### config.mk
export PLATFORM = sky130hd
export DESIGN_NAME = fifo_stream_drain
export DESIGN_NICKNAME = d
export VERILOG_FILES = /design/src/rtl/fifo_stream_drain.sv
export SDC_FILE = /design/constraint.sdc
export NUM_CORES = 1
export LEC_CHECK = 0
export ABC_AREA = 1
export CAP_MARGIN = 20
export CORE_UTILIZATION = 40
export CTS_CLUSTER_DIAMETER = 100
export DETAILED_ROUTE_END_ITERATION = 7
export PLACE_DENSITY = 0.73
export SYNTH_ARGS = -nofsm -noshare
export SYNTH_HDL_FRONTEND = slang
export SYNTH_SLANG_ARGS = --single-unit
### constraint.sdc
create_clock -name clk -period 4.28 [get_ports clk]
set_clock_uncertainty 0.15 [all_clocks]
set_input_delay 1.284 -clock clk [delete_from_list [all_inputs] [get_ports clk]]
set_output_delay 1.284 -clock clk [all_outputs]
set_load 0.005 [all_outputs]
### src/rtl/fifo_stream_drain.sv
`default_nettype none
// ============================================================================
// Module   : fifo_stream_drain
// Purpose  : Drains words from a synchronous FIFO read port (one-cycle
//            registered read latency) and presents them as a valid/ready
//            stream. A 2-entry output buffer hides the read latency, so
//            one word per clock is sustained. Also counts completed
//            handshakes and supports a synchronous flush.
// Ports    : clk, rst_n     - clock, asynchronous active-low reset
//            flush          - discard buffered and in-flight words
//            fifo_empty     - FIFO empty flag
//            fifo_data      - FIFO data_out, valid the cycle after fifo_ren
//            fifo_ren       - FIFO read enable (combinational)
//            m_valid/m_ready/m_data - output stream
//            xfer_cnt       - count of completed handshakes (wraps)
// Revision : 1.0 - initial release
// ============================================================================
module fifo_stream_drain #(
   parameter int DW = 8,
   parameter int CW = 16
) (
   input  logic          clk,
   input  logic          rst_n,
   input  logic          flush,
   input  logic          fifo_empty,
   input  logic [DW-1:0] fifo_data,
   output logic          fifo_ren,
   output logic          m_valid,
   input  logic          m_ready,
   output logic [DW-1:0] m_data,
   output logic [CW-1:0] xfer_cnt
);

   logic [1:0]    r_occ;     // words held in the output buffer
   logic          r_inf;     // a read was issued last cycle; data arrives now
   logic [DW-1:0] r_head;
   logic [DW-1:0] r_tail;
   logic [CW-1:0] r_cnt;

   logic          w_pop;
   logic          w_cap;
   logic [1:0]    w_after_pop;
   logic [2:0]    w_pending;

   assign w_pop       = (r_occ != 2'd0) & m_ready;
   assign w_cap       = r_inf & ~flush;
   assign w_after_pop = r_occ - {1'b0, w_pop};

   // Words owned by this stage after this cycle's pop: buffered plus the
   // one returning from the FIFO. A new read is only allowed if it will
   // still fit in the buffer when its data returns.
   assign w_pending = {1'b0, r_occ} + {2'b00, r_inf} - {2'b00, w_pop};
   assign fifo_ren  = rst_n & ~fifo_empty & ~flush & (w_pending < 3'd2);

   always_ff @(posedge clk or negedge rst_n) begin
      if (!rst_n) begin
         r_occ  <= 2'd0;
         r_inf  <= 1'b0;
         r_head <= '0;
         r_tail <= '0;
         r_cnt  <= '0;
      end else begin
         r_inf <= fifo_ren;

         if (w_pop)
            r_cnt <= r_cnt + 1'b1;

         if (flush)
            r_occ <= 2'd0;
         else
            r_occ <= r_occ + {1'b0, w_cap} - {1'b0, w_pop};

         // Popping a full buffer advances the tail into the head.
         if (w_pop && (r_occ == 2'd2))
            r_head <= r_tail;

         // Returning data lands in the head only if the buffer is empty
         // once this cycle's pop has been taken into account.
         if (w_cap) begin
            if (w_after_pop == 2'd0)
               r_head <= fifo_data;
            else
               r_tail <= fifo_data;
         end
      end
   end

   assign m_valid  = (r_occ != 2'd0);
   assign m_data   = r_head;
   assign xfer_cnt = r_cnt;

endmodule
`default_nettype wire

==> results_dict.tcl, run 1 <==
set metrics [dict create \
    outcome "finished, final reports clean" \
    grt_max_degree 36 \
    powerDensity_nw_per_um2 574.0 \
    crit_path_cell_trace "buf_2, inv_2, nor2_4, buf_4, nor2_4, o21ai_2, fa_1, nand2_1, nor4_2, buf_2" \
    io_buffers 38 \
    layout_common_cells "nand2_1, clkdlybuf4s50_1, dfrtp_1" \
    critPathLaunch "m_ready" \
    routed_wl_um 3877 \
    ys_ff_latch 35 \
    cell_internal_pwr_mw 0.9174 \
    area.sequential_um2 875.8 \
    drive_gt1_share_pct 17.50 \
    rows 23 \
    htree_levels 2 \
    coreArea_um2 4086 \
    cpPeakStageDelay_ps 490 \
    synth_largest_area_cell "dfrtp_1" \
    synth_seq_area_share_pct 50.25 \
    power_mw 1.413 \
    switching_share_pct 35.09 \
    wire_per_inst_um 11.75 \
    fmax_ghz 0.2387 \
    syn-instance-count 213 \
    vias 1556 \
    rsz0062_at_grt "false" \
    p_comb_share_pct 46.2 \
    synth_top_area_share_pct 50.25 \
    gp_congestion 0.7899 \
    placed_cell_area_um2 2215 \
    cap_viol_max_count 0 \
    cts_buffers 5 \
    synth.distinct_cells 27 \
    postRouteAntennaNets 0 \
    clk_path_buf_depth 2 \
    fin_ws_ps 90.33 \
    tns_ps 0 \
    postCtsHoldBufs 0 \
    worstPathRequired_ps 2850 \
    grt_usage_pct 19.77 \
    syn_area_um2 1743 \
    slew_headroom_pct 67.41 \
    final_util_pct 60.26 \
    worstHoldStart "r_tail[0]$_DFFE_PN0P_" \
    clk_pin_slew_worst_paths_ps 70 \
    grt_pass1_vias 1435 \
    antennaDiodeCount 0 \
    cts-root-buf "clkbuf_8" \
    net-switching-power_mw 0.4959 \
    drtIter0Drc 157 \
    route.detailed.drc 0 \
    reg2reg_to "r_occ[1]$_DFF_PN0_" \
    avgSynthCellArea_um2 8.183 \
    period_minus_slack_ps 4190 \
    viasPerCell 4.715 \
    cts_tree "built" \
    final_common_cell "nand2_1" \
    crit_fanout 2 \
    startpoint_type "primary input" \
    post-place-ws_ps -793.0 \
    num_io_pins 39 \
    dpl.cell_count 304 \
    syn_nets 229 \
    worstReg2RegStart "r_occ[1]$_DFF_PN0_" \
    grt-ovfl-total 0 \
    criticalPathCategory "in -> out" \
    initial_utilization_pct 42.65 \
    fin_hold_ws_ps 325.7 \
    area_growth_pct 41.28 \
    antenna_found_initial 0 \
    min_path_cells 2 \
    cts.sinks 35 \
    hp-class "reg -> reg" \
    min_to "r_tail[0]$_DFFE_PN0P_" \
    firstDrtPassIters 4 \
    worstSkewPairLatency_ps 290 \
    die_y_um 68.01 \
    p_leak_nw 1.207 \
    dp_hpwl_um 2495 \
    crit_path_end_kind "output port" \
    seq_power_share_pct 36.3 \
    layout.nets 296 \
    hold_viol_final 0 \
    dieArea_um2 4625 \
    stdcell_count 330 \
    grt_pass1_wl_um 6589 \
    rrSetupSlack_ps 770 \
    yosys-top-cells-area "dfrtp_1, nand2_1, inv_1" \
    dieWidth_um 68.01 \
    p_clk_share_pct 17.5 \
    setup_viol 0 \
    tightest_slew_ps 487.7 \
    slew_violations 0 \
    n_fill_cell 383 \
    cpMaxStageDelayCell "fa_1" \
    fin_crit_sh_pct 97.89 \
    vdd_drop_max_mv 0.3721 \
    worst_ep_arrival_time_ps 2760 \
    final_area_um2 2462 \
    r2r_cells 24 \
    multi_input_area_um2 780.7 \
    yosys_warnings 0 \
]
## power by group through the flow
stage / Sequential (mW) / Combinational, mW / Clock (mW)
floorplan: 0.513 / 0.285 / 0
global placement: 0.517 / 0.505 / 0
detailed placement: 0.518 / 0.519 / 0
CTS: 0.514 / 0.643 / 0.252
global route: 0.527 / 0.734 / 0.265
finish: 0.513 / 0.653 / 0.247
## cell families after synthesis
logic type | share of synthesized area [%]
flops | 50.25
fa+ha+maj | 2.584
buf+inv | 6.533
simple gates | 26.78
compound gates | 7.322
xor+xnor | 6.533
## flip-flops by register name (all words and copies together), names as in the netlist
signal / cells
r_tail: 8
m_data: 8
r_occ: 2
r_inf: 1
xfer_cnt: 16
## metal layers
layer	part of all wire [%]	global-route usage, %	up-vias
met5	0	0	-
met4	0.93	8.333	0
met3	4.4	5.667	4
met2	45	29.29	42
met1	49	26.76	708
li1	-	-	802
## cell usage after synthesis
master / number
nand2_1: 71
dfrtp_1: 35
inv_1: 24
nor2_1: 19
nand3_1: 11
o21ai_0: 8
o21ai_1: 7
xor2_1: 7
xnor2_1: 6
o22ai_1: 3
ha_1: 2
inv_2: 2
nand3b_1: 2
nand4_1: 2
nor2_2: 2
a21oi_1: 1
buf_2: 1
buf_4: 1
clkbuf_1: 1
fa_1: 1
nand2_2: 1
nand3_2: 1
nor2_4: 1
nor4_1: 1
o211ai_2: 1
o21ai_2: 1
o21bai_1: 1
## critical path: cells and delay by family
| kind | cells | cell delay, ps |
|---|---|---|
| adders and majority gates | 1 | 490 |
| buffers and inverters | 4 | 470 |
| and+or+nand+nor | 4 | 440 |
| AOI/OAI and AO/OA | 1 | 60 |
## repair_timing
| action | CTS | global route |
|---|---|---|
| resized for setup | 14 | 3 |
| endpoints found under the setup margin | 1 | 2 |
| setup buffers | 20 | 0 |
| pin swaps | 4 | 4 |
| gates cloned | 0 | 0 |
## worst max path at each step
stage / endpoint / slack [ps] / cells past startpoint
after floorplan: fifo_ren / 190 / 9
after global placement: fifo_ren / -720 / 10
after detailed placement: fifo_ren / -790 / 10
after CTS: fifo_ren / 0.2 / 10
after global routing: fifo_ren / 20 / 10
final: fifo_ren / 90 / 10
## final cells by class
class / instances / share of cell area [%]
inverters: 26 / 3.963
well taps: 50 / 2.541
flip-flops and latches: 35 / 35.57
clock buffers: 6 / 3.354
clock inverters: 1 / 0.2033
repair buffers: 63 / 22.66
multi-input cells: 149 / 31.71
No activity file was read; power rests on OpenSTA's default activity.
==> inputs of run 2 (changes only) <==
Settings changed: PLACE_DENSITY 0.73 to 0.72.
==> results_dict.tcl, run 2 (synthesized netlist as in run 1, its figures left out) <==
set metrics [dict create \
    outcome "finished, final reports clean" \
    rows 23 \
    power_mw 1.297 \
    reg2reg_to "r_occ[1]$_DFF_PN0_" \
    initial_utilization_pct 42.65 \
    drive_gt1_share_pct 11.45 \
    htree_levels 2 \
    grt_max_degree 36 \
    worstHoldStart "r_tail[1]$_DFFE_PN0P_" \
    cap_viol_max_count 0 \
    slew_violations 0 \
    postCtsHoldBufs 0 \
    wire_per_inst_um 11.81 \
    coreArea_um2 4086 \
    dieWidth_um 68.01 \
    grt_usage_pct 17.49 \
    dp_hpwl_um 2537 \
    dieArea_um2 4625 \
    rsz0062_at_grt "false" \
    cts.sinks 35 \
    viasPerCell 4.830 \
    hold_viol_final 0 \
    min_to "r_tail[1]$_DFFE_PN0P_" \
    cts_buffers 5 \
    layout_common_cells "nand2_1, clkdlybuf4s50_1, dfrtp_1" \
    min_path_cells 2 \
    drtIter0Drc 123 \
    criticalPathCategory "in -> out" \
    clk_path_buf_depth 2 \
    gp_congestion 0.8481 \
    worstPathRequired_ps 2850 \
    dr_wl_met3_um 167 \
    fmax_ghz 0.2388 \
    grt-ovfl-total 0 \
    rrSetupSlack_ps 2110 \
    p_leak_nw 1.125 \
    routed_wl_um 3684 \
    r2r_cells 10 \
    clk_pin_slew_worst_paths_ps 70 \
    postRouteAntennaNets 0 \
    largest_reg_flops 16 \
    worst_ep_arrival_time_ps 2750 \
    critPathLaunch "m_ready" \
    slew_headroom_pct 66.06 \
    firstDrtPassIters 4 \
    worstSkewPairLatency_ps 280 \
    crit_fanout 2 \
    layout.nets 277 \
    route.detailed.drc 0 \
    area_growth_pct 33.60 \
    num_io_pins 39 \
    vdd_drop_max_mv 0.3117 \
    grt_pass1_vias 1373 \
    powerDensity_nw_per_um2 557.0 \
    antenna_found_initial 0 \
    final_util_pct 56.98 \
    wl_met2_um 1730 \
    fin_crit_sh_pct 97.83 \
    startpoint_type "primary input" \
    topRoutingLayerUsed "met4" \
    tightest_slew_ps 507.9 \
    period_minus_slack_ps 4187 \
    wl_met1_um 1752 \
    final_common_cell "nand2_1" \
    worstReg2RegStart "r_occ[1]$_DFF_PN0_" \
    grt_pass1_wl_um 5975 \
    antennaDiodeCount 0 \
    die_y_um 68.01 \
    setup_viol 0 \
    crit_path_end_kind "output port" \
    io_buffers 38 \
    cts-root-buf "clkbuf_8" \
    hp-class "reg -> reg" \
    vias 1507 \
    cts_tree "built" \
]
-- run 2: cell types whose count changed in the layout (fill, tap and decap cells not counted) --
| cell | before | now |
|---|---|---|
| nor4_2 | 1 | 0 |
| nand2_1 | 70 | 69 |
| buf_4 | 25 | 5 |
| buf_6 | 0 | 1 |
| nand2_2 | 2 | 3 |
| nor4_4 | 0 | 1 |
| clkbuf_1 | 0 | 2 |
| clkbuf_8 | 6 | 5 |
-- run 2: how the worst max path moves through the flow --
stage	endpoint	slack [ps]
6_report	fifo_ren	90
2_1_floorplan	fifo_ren	190
3_3_place_gp	fifo_ren	-740
5_1_grt	fifo_ren	7
4_1_cts	fifo_ren	0.7
3_5_place_dp	fifo_ren	-760
-- run 2: what timing repair did --
action,CTS,global route
setup endpoints to repair,1,1
pin swaps,2,6
setup buffers,0,0
gates resized for setup,11,9
-- run 2: layout make-up --
cell class / count / area [µm²]
clock buffers: 7 / 76.32
clock inverters: 1 / 5.005
fillers: 377 / 1758
inverters: 26 / 97.59
multi-input cells: 149 / 792.0
flip-flops and latches: 35 / 875.8
well taps: 50 / 62.56
repair buffers: 44 / 419.2
-- run 2: routing by layer --
metal	global-route usage [%]	vias up
met5	0	-
met2	27.33	39
met1	23.17	704
li1	-	760
met4	5.729	0
met3	5.000	4
-- run 2: where the power goes --
| group | internal [mW] | switching [mW] |
|---|---|---|
| combinational | 0.271 | 0.281 |
| sequential | 0.439 | 0.0786 |
| clock | 0.114 | 0.114 |
-- run 2: metrics by stage --
step           instance area [µm²]  setup TNS [ps]  setup slack (ps)  instances  hold WS [ps]
2_1_floorplan                 1743               0             185.3        213         286.7
3_3_place_gp                  2215          -738.9            -738.9        304         300.9
3_5_place_dp                  2215          -759.9            -759.9        304         307.3
4_1_cts                       2303               0            0.6655        312         325.1
5_1_grt                       2328               0             7.257        312         357.2
6_report                      2328               0             92.87        312         323.6
-- run 2: worst max-delay path, stage by stage --
cell,delay (ps)
buf_2,110
inv_2,70
nor2_4,40
buf_6,120
nor2_4,100
o21ai_2,80
fa_1,520
nand2_2,60
nor4_4,210
buf_2,150
